**src/rtl/lc3_io_pkg.sv**
```systemverilog
// Shared definitions for the LC-3 keyboard/display I/O block.
package lc3_io_pkg;

  localparam logic [15:0] KBSR_ADDR = 16'hFE00;
  localparam logic [15:0] KBDR_ADDR = 16'hFE02;
  localparam logic [15:0] DSR_ADDR  = 16'hFE04;
  localparam logic [15:0] DDR_ADDR  = 16'hFE06;

  localparam int unsigned RDY_BIT = 15;
  localparam int unsigned IE_BIT  = 14;

  typedef enum logic {D_IDLE, D_SEND} disp_state_t;

  // Build a status register image from its ready and interrupt-enable bits.
  function automatic logic [15:0] status_word(input logic rdy, input logic ie);
    logic [15:0] w;
    w          = '0;
    w[RDY_BIT] = rdy;
    w[IE_BIT]  = ie;
    return w;
  endfunction

endpackage

```
**src/rtl/lc3_byte_fifo.sv**
```systemverilog
// Byte-wide circular FIFO; pushes when full and pops when empty are ignored.
module lc3_byte_fifo #(
  parameter int unsigned DEPTH = 4
) (
  input  logic                     clk,
  input  logic                     rst,
  input  logic                     push,
  input  logic                     pop,
  input  logic [7:0]               din,
  output logic [7:0]               dout,
  output logic [$clog2(DEPTH):0]   count,
  output logic                     full,
  output logic                     empty
);

  localparam int unsigned PTR_W = $clog2(DEPTH);
  localparam int unsigned CNT_W = PTR_W + 1;

  logic [7:0]       mem_q [DEPTH];
  logic [PTR_W-1:0] wr_ptr_q, wr_ptr_d;
  logic [PTR_W-1:0] rd_ptr_q, rd_ptr_d;
  logic [CNT_W-1:0] count_q, count_d;
  logic             do_push, do_pop;

  assign full    = (count_q == CNT_W'(DEPTH));
  assign empty   = (count_q == '0);
  assign do_push = push && !full;
  assign do_pop  = pop && !empty;
  assign dout    = mem_q[rd_ptr_q];
  assign count   = count_q;

  // Power-of-two depth lets the pointers wrap by natural overflow.
  always_comb begin
    wr_ptr_d = wr_ptr_q;
    rd_ptr_d = rd_ptr_q;
    count_d  = count_q + CNT_W'(do_push) - CNT_W'(do_pop);
    if (do_push) wr_ptr_d = wr_ptr_q + PTR_W'(1);
    if (do_pop)  rd_ptr_d = rd_ptr_q + PTR_W'(1);
  end

  always_ff @(posedge clk or posedge rst) begin
    if (rst) begin
      wr_ptr_q <= '0;
      rd_ptr_q <= '0;
      count_q  <= '0;
    end else begin
      wr_ptr_q <= wr_ptr_d;
      rd_ptr_q <= rd_ptr_d;
      count_q  <= count_d;
    end
  end

  // Storage needs no reset: an empty FIFO never exposes it.
  always_ff @(posedge clk) begin
    if (do_push) mem_q[wr_ptr_q] <= din;
  end

endmodule

```
**src/rtl/lc3_io_controller.sv**
```systemverilog
// LC-3 memory-mapped keyboard/display device: KBSR/KBDR/DSR/DDR, keyboard
// FIFO, display byte stream and interrupt request generation.
module lc3_io_controller
  import lc3_io_pkg::*;
#(
  parameter int unsigned KBD_DEPTH = 4,
  parameter logic [2:0]  KBD_PRIO  = 3'd4,
  parameter logic [7:0]  KBD_VEC   = 8'h80,
  parameter logic [2:0]  DSP_PRIO  = 3'd4,
  parameter logic [7:0]  DSP_VEC   = 8'h81
) (
  input  logic        clk,
  input  logic        rst,
  input  logic [7:0]  kbd_data,
  input  logic        kbd_valid,
  output logic        kbd_ready,
  output logic [7:0]  disp_data,
  output logic        disp_valid,
  input  logic        disp_ready,
  output logic [15:0] KBDR,
  output logic [15:0] KBSR,
  output logic [15:0] DSR,
  input  logic [15:0] KBSR_wdata,
  input  logic [15:0] DSR_wdata,
  input  logic [15:0] DDR_wdata,
  input  logic        ldKBSR,
  input  logic        ldDSR,
  input  logic        ldDDR,
  input  logic        kbdrRd,
  output logic        IRQ,
  output logic [2:0]  INTP,
  output logic [7:0]  INTV
);

  localparam int unsigned CNT_W = $clog2(KBD_DEPTH) + 1;

  logic [7:0]       kbd_head;
  logic [CNT_W-1:0] kbd_count;
  logic             kbd_full, kbd_empty;
  logic             kie_q, die_q;
  disp_state_t      state_q, state_d;
  logic [7:0]       disp_data_q, disp_data_d;
  logic             irq_q, irq_d, clr_q, clr_d;
  logic [2:0]       intp_q, intp_d;
  logic [7:0]       intv_q, intv_d;
  logic             kpend, dpend;
  logic             unused_wdata;

  assign unused_wdata = ^{KBSR_wdata[15], KBSR_wdata[13:0],
                          DSR_wdata[15], DSR_wdata[13:0], DDR_wdata[15:8]};

  lc3_byte_fifo #(.DEPTH(KBD_DEPTH)) u_kbd_fifo (
    .clk   (clk),
    .rst   (rst),
    .push  (kbd_valid),
    .pop   (kbdrRd),
    .din   (kbd_data),
    .dout  (kbd_head),
    .count (kbd_count),
    .full  (kbd_full),
    .empty (kbd_empty)
  );

  assign kbd_ready  = !kbd_full;
  assign KBSR       = status_word(kbd_count != '0, kie_q);
  assign KBDR       = kbd_empty ? 16'h0000 : {8'h00, kbd_head};
  assign DSR        = status_word(state_q == D_IDLE, die_q);
  assign disp_valid = (state_q == D_SEND);
  assign disp_data  = disp_data_q;
  assign IRQ        = irq_q;
  assign INTP       = intp_q;
  assign INTV       = intv_q;

  assign kpend = KBSR[RDY_BIT] & KBSR[IE_BIT];
  assign dpend = DSR[RDY_BIT] & DSR[IE_BIT];

  // Display handshake: a character is latched in idle and held until accepted.
  always_comb begin
    state_d     = state_q;
    disp_data_d = disp_data_q;
    case (state_q)
      D_IDLE: if (ldDDR) begin
        disp_data_d = DDR_wdata[7:0];
        state_d     = D_SEND;
      end
      D_SEND: if (disp_ready) state_d = D_IDLE;
    endcase
  end

  // A request that drops is followed by one IRQ cycle at priority 0 so the
  // datapath's latched priority falls back before IRQ deasserts.
  always_comb begin
    irq_d  = 1'b0;
    clr_d  = 1'b0;
    intp_d = intp_q;
    intv_d = intv_q;
    if (kpend) begin
      irq_d  = 1'b1;
      intp_d = KBD_PRIO;
      intv_d = KBD_VEC;
    end else if (dpend) begin
      irq_d  = 1'b1;
      intp_d = DSP_PRIO;
      intv_d = DSP_VEC;
    end else if (irq_q && !clr_q) begin
      irq_d  = 1'b1;
      clr_d  = 1'b1;
      intp_d = 3'd0;
      intv_d = 8'h00;
    end
  end

  always_ff @(posedge clk or posedge rst) begin
    if (rst) begin
      state_q     <= D_IDLE;
      disp_data_q <= 8'h00;
      kie_q       <= 1'b0;
      die_q       <= 1'b0;
      irq_q       <= 1'b0;
      clr_q       <= 1'b0;
      intp_q      <= 3'd0;
      intv_q      <= 8'h00;
    end else begin
      state_q     <= state_d;
      disp_data_q <= disp_data_d;
      if (ldKBSR) kie_q <= KBSR_wdata[IE_BIT];
      if (ldDSR)  die_q <= DSR_wdata[IE_BIT];
      irq_q       <= irq_d;
      clr_q       <= clr_d;
      intp_q      <= intp_d;
      intv_q      <= intv_d;
    end
  end

endmodule

```
**config.mk**
```make
export PLATFORM = sky130hd
export DESIGN_NAME = lc3_io_controller
export DESIGN_NICKNAME = d
export VERILOG_FILES = /design/src/rtl/lc3_io_pkg.sv /design/src/rtl/lc3_byte_fifo.sv /design/src/rtl/lc3_io_controller.sv
export SDC_FILE = /design/constraint.sdc
export NUM_CORES = 1
export LEC_CHECK = 0
export BUFFER_PORTS_ARGS = -buffer_cell sky130_fd_sc_hd__buf_2
export CORE_UTILIZATION = 45
export DETAILED_ROUTE_END_ITERATION = 10
export PLACE_DENSITY = 0.8
export SLEW_MARGIN = 0
export SYNTH_ARGS = -nofsm -noshare
export SYNTH_HDL_FRONTEND = slang
export SYNTH_SLANG_ARGS = --single-unit
```
**constraint.sdc**
```tcl
create_clock -name clk -period 2.5 [get_ports clk]
set_input_delay 0.25 -clock clk [delete_from_list [all_inputs] [get_ports clk]]
set_output_delay 0.25 -clock clk [all_outputs]
set_load 0.02 [all_outputs]
```
# Word-level counts from Yosys, hierarchy flattened
# Memory sizes are Yosys's and may differ from the RTL's.
# Index checks and enable logic that the tools add are counted.
dict set report word_totals {
  mem_bits_rw 32
  memories 1
  regBits 31
}
# name words width rd rd_ports_with_merged_regs write_ports line_no
set memory_table {}
lappend memory_table {u_kbd_fifo.mem_q 4 8 1 0 1 lc3_byte_fifo.sv:19} ;# logic [7:0] mem_q [DEPTH];
dict set report op_classes {
  bitwise_logic 3
  mux 17
  n_reduce_logical 10
  addsub 4
  eq_ne 1
}
# operator n
set op_table {}
lappend op_table {{$mux 8} 4}
lappend op_table {{$mux 1} 9}
lappend op_table {{$mux 3} 3}
lappend op_table {{$reduce_bool 3->1} 2}
lappend op_table {{$add 2x1->2 const B} 2}
lappend op_table {{$add 3x1->3} 1}
lappend op_table {{$eq 3x3->1 const B} 1}
lappend op_table {{$logic_and 1x1->1} 3}
lappend op_table {{$logic_not 1->1} 3}
lappend op_table {{$logic_not 3->1} 1}
lappend op_table {{$sub 3x1->3} 1}
lappend op_table {{$and 1x1->1} 2}
lappend op_table {{$pmux 1 s2} 1}
lappend op_table {{$reduce_and 2->1} 1}
lappend op_table {{$not 1->1} 1}

# Logic depth before layout (Yosys ltp)
dict set report depth {
  depth_word 5
  ltp_mapped 9
  mapped_depth_nobuf 9
}

# By module
# A second synthesis with hierarchy kept.
dict set report unflattened {
  hier_cells 182
  area_unflattened_um2 2643.8
}
# module seq_area_each_um2 n_inst area_each_um2 cells_per_inst
set by_module_without_submodules {}
lappend by_module_without_submodules {lc3_byte_fifo 1136.1 1 1626.6 84}
lappend by_module_without_submodules {lc3_io_controller 375.4 1 1017.2 98}

# Least setup slack after synthesis
# No wires, ideal clock.
dict set report synth_path {
  path_type {flip-flop to flip-flop}
  from {reg u_kbd_fifo.count_q[1] (netlist: u_kbd_fifo.count[1])}
  to {reg u_kbd_fifo.count_q[2] (netlist: u_kbd_fifo.count[2])}
  stages_incl_launch_ff 10
  synth_period_minus_slack_ns 2.217
  arrival_ns 2.091
  setup_slack_ns 0.283
  setup_ns 0.125
  cell_sequence {dfrtp_1 > or3_4 > and2_4 > ha_1 > inv_1 > ha_1 > inv_1 > fa_1 > xnor2_1 > xnor2_1}
}
dict set report synth_between {
  word_cells_on_any_way 8
  cone_classes {add/sub: 2; eq/ne: 1; reduce/logical: 5}
}
# element line_no
set synth_rtl {}
lappend synth_rtl {{start, declared} lc3_byte_fifo.sv:22} ;# logic [CNT_W-1:0] count_q, count_d;
lappend synth_rtl {{start signal, assigned} lc3_byte_fifo.sv:49} ;# count_q <= count_d;
lappend synth_rtl {{$logic_not 3->1} lc3_byte_fifo.sv:26} ;# assign empty = (count_q == '0);
lappend synth_rtl {{$logic_not 1->1} lc3_byte_fifo.sv:28} ;# assign do_pop = pop && !empty;
lappend synth_rtl {{$logic_and 1x1->1} lc3_byte_fifo.sv:28}
lappend synth_rtl {{via u_kbd_fifo.do_pop} lc3_byte_fifo.sv:23} ;# logic do_push, do_pop;
lappend synth_rtl {{$sub 3x1->3} lc3_byte_fifo.sv:36} ;# count_d = count_q + CNT_W'(do_push) - CNT_W'(do_pop);
lappend synth_rtl {{via u_kbd_fifo.count_d[2]} lc3_byte_fifo.sv:22}
# The timed path passes the listed nets, and every way through them passes these cells.
# A chain may end at the register's enable or synchronous reset.

# Worst setup path after layout
# Ends and elaborated chain as after synthesis.

==> results.json <==
{
  "clock_latency_ps": 300,
  "drc_errors": 0,
  "synth_cell_types": 27,
  "ios": 134,
  "async_flop_share_pct": 40.74,
  "cts-resized-gates": 0,
  "die_w_um": 77.37,
  "die_y_um": 77.37,
  "cts_root_buf": "clkbuf_8",
  "synthTopCellsByArea": "edfxtp_1, dfrtp_1, buf_4",
  "htree_levels": 2,
  "hold_viol": 0,
  "p_per_area_nw_per_um2": 1058,
  "grt_use_met1_pct": 15.03,
  "yosys_warnings": 0,
  "share_comb_of_total_power_pct": 38.3,
  "dp_hpwl_um": 2619,
  "p_int_w": 0.001873,
  "fin_nets": 296,
  "cp-end-kind": "flip-flop",
  "start_util_pct": 46.42,
  "dr.pass1.iters": 4,
  "synth-seq-cells": 54,
  "power_switching_w": 0.001057,
  "drive_above_1_share_pct": 36.28,
  "diodes": 0,
  "portBuffers": 51,
  "cp-start-kind": "flip-flop",
  "dr.first_iter.drc_count": 33,
  "cp_slowest_cell": "dfrtp_1",
  "reg2reg_slack_ps": 220,
  "vias_per_cell": 4.299,
  "routabilityCongestion": 0.6882,
  "design.core.area_um2": 5507,
  "routedWlPerCell_um": 11.69,
  "grt_pass1_vias": 1230,
  "crit_path_cell_trace": "or3_4 > and2_4 > ha_1 > inv_1 > ha_1 > inv_1 > fa_1 > xnor2_1 > xnor2_1",
  "cts.path.max_buffers": 2,
  "cts_num_sinks": 54,
  "cts_tree": "yes",
  "synth_seq_area_share_pct": 59.13,
  "power_frac_seq_pct": 46.0,
  "setup_viol_count_final": 0,
  "overflow": 0,
  "fillCellCount": 477,
  "p_clk_share_pct": 15.7,
  "track_usage_pct": 12.72,
  "fin_cells": 298,
  "cp_max_fo": 4,
  "hold_buffers": 0,
  "synth.avg_cell_area_um2": 14.69,
  "vias": 1281,
  "synthCells": 174,
  "grt_antenna_before_repair": 0,
  "wirelength_um": 3483,
  "hold_class": "input pin to asynchronous set/reset pin",
  "use_met2_pct": 21.59,
  "vdd_ir_drop_max_mv": 0.5276,
  "postRouteAntennaNets": 0,
  "synth_edf_count": 32,
  "slew_headroom_pct": 44.86,
  "fp-row-count": 27,
  "yosysTopAreaCell": "edfxtp_1",
  "syn_to_final_growth_pct": 8.370,
  "grt_max_degree": 23,
  "use_met3_pct": 3.529,
  "yosys-top-cells-count": "buf_4, edfxtp_1, dfrtp_1, and2_1, mux2_2",
  "rsz0062_at_grt": "no",
  "top_usage_layer": "met2",
  "skew_ps": 3.167,
  "cp.arrival_ps": 2510,
  "clk_pin_slew_ps": 90,
  "required_ps": 2730,
  "postCtsSetupBuffers": 0,
  "tightest_slew_ps": 826.1,
  "period_share_pct": 91.17,
  "numCtsBuffers": 5,
  "fp.dieArea_um2": 5986,
  "grt_pass1_wl_um": 5720,
  "tns_ps": 0,
  "maxCapViolCount": 0,
  "yosysMostFrequentCell": "buf_4",
  "synthFlopType": "edfxtp_1",
  "syn_area_um2": 2556,
  "place_inst": 290,
  "netlist.area_leader.share_pct": 37.59,
  "fmax_mhz": 438.8,
  "fin_crit_ps": 2279,
  "power_leakage_nw": 1.206,
  "switching_share_pct": 36.07,
  "outcome": "completed",
  "drv_slew": 0,
  "critical_path_class": "flip-flop to flip-flop",
  "slowest_delay_ps": 450
}
## kinds of logic after synthesis
group	count (synthesis)	synth area share, %
buffers and inverters	59	16.25
DFF	54	59.13
and+or+nand+nor	24	5.678
muxes	19	11.89
adders and majority gates	7	3.720
AOI/OAI and AO/OA	5	1.469
xor gates and xnor gates	5	1.713
other	1	0.1467
## cell type report
type	instances	area, um2	area share (%)
repair buffers	52	262.8	9.485
clock inverters	3	16.27	0.5872
clock buffers	5	68.82	2.484
flip-flops and latches	54	1511	54.56
inverters	8	30.03	1.084
multi-input cells	104	790.8	28.55
well taps	72	90.09	3.252
## stage by stage
stage / hold WS, ps / setup WS [ps] / cell area [um2] / power (W) / utilization, %
6_report: 100.5 / 220.8 / 2770 / 0.002930 / 50.31
5_1_grt: 119.3 / 130.7 / 2770 / 0.003118 / 50.31
4_1_cts: 104.1 / 210.0 / 2770 / 0.002971 / 50.31
3_5_place_dp: 428.9 / 222.2 / 2685 / 0.002520 / 48.76
3_3_place_gp: 421.7 / 263.7 / 2685 / 0.002471 / 48.76
2_1_floorplan: 239.2 / 283.5 / 2718 / 0.002281 / -
## sequential cells by signal, summed over array words and instances, names as in the netlist
signal               cells
u_kbd_fifo.wr_ptr_q      2
disp_valid               1
kie_q                    1
u_kbd_fifo.mem_q        32
u_kbd_fifo.rd_ptr_q      2
INTV                     1
clr_q                    1
INTP                     1
u_kbd_fifo.count         3
die_q                    1
disp_data                8
IRQ                      1
## power groups by stage
stage | clock [W] | combinational (W) | sequential, W
CTS | 0.000471 | 0.00114 | 0.00136
global placement | 0 | 0.00111 | 0.00136
detailed placement | 0 | 0.00114 | 0.00138
floorplan | 0 | 0.000937 | 0.00134
finish | 0.000460 | 0.00112 | 0.00135
global route | 0.000500 | 0.00123 | 0.00139
## worst paths after layout
check                      cells after the start           startpoint                   to
hold / removal                                 2                  rst         disp_data[4]
min in group clk                               2           disp_ready           disp_valid
max in group asynchronous                      2                  rst                  IRQ
hold reg to reg                                1         disp_data[3]         disp_data[3]
setup reg to reg                               9  u_kbd_fifo.count[1]  u_kbd_fifo.count[2]
setup / recovery                               9  u_kbd_fifo.count[1]  u_kbd_fifo.count[2]
## per-layer routing
metal	share of wire [%]	wire, um	vias up
met1	40	1388	616
met3	5.0	174	4
met4	1.6	57	0
met5	0	0	-
li1	-	-	602
met2	53	1863	59
## cells in the final DEF (no fill, tap or decap), drive strengths merged
| cell type | synthesis | layout |
|---|---|---|
| fa | 1 | 1 |
| clkinv | 0 | 1 |
| a21oi | 3 | 3 |
| nand3 | 1 | 1 |
| edfxtp | 32 | 32 |
| mux2 | 11 | 11 |
| nand2b | 1 | 1 |
| conb | 1 | 44 |
| inv | 8 | 8 |
| ha | 6 | 6 |
| and2 | 13 | 13 |
| dfrtp | 22 | 22 |
| nand2 | 4 | 4 |
| nor2b | 2 | 2 |
| or3 | 1 | 1 |
| xor2 | 1 | 1 |
| clkinvlp | 0 | 2 |
| o21bai | 1 | 1 |
| clkbuf | 1 | 5 |
| a21boi | 1 | 1 |
| nor2 | 1 | 1 |
| buf | 50 | 52 |
| mux4 | 8 | 8 |
| and2b | 1 | 1 |
| xnor2 | 4 | 4 |
## worst max-delay path: cells and delay by family (launching register included)
family | cells | cell delay, ps
adders and majority gates | 3 | 760
and+or+nand+nor | 2 | 580
DFF | 1 | 450
xor gates and xnor gates | 2 | 310
buffers and inverters | 2 | 110
Power figures use the tool's default switching activity.
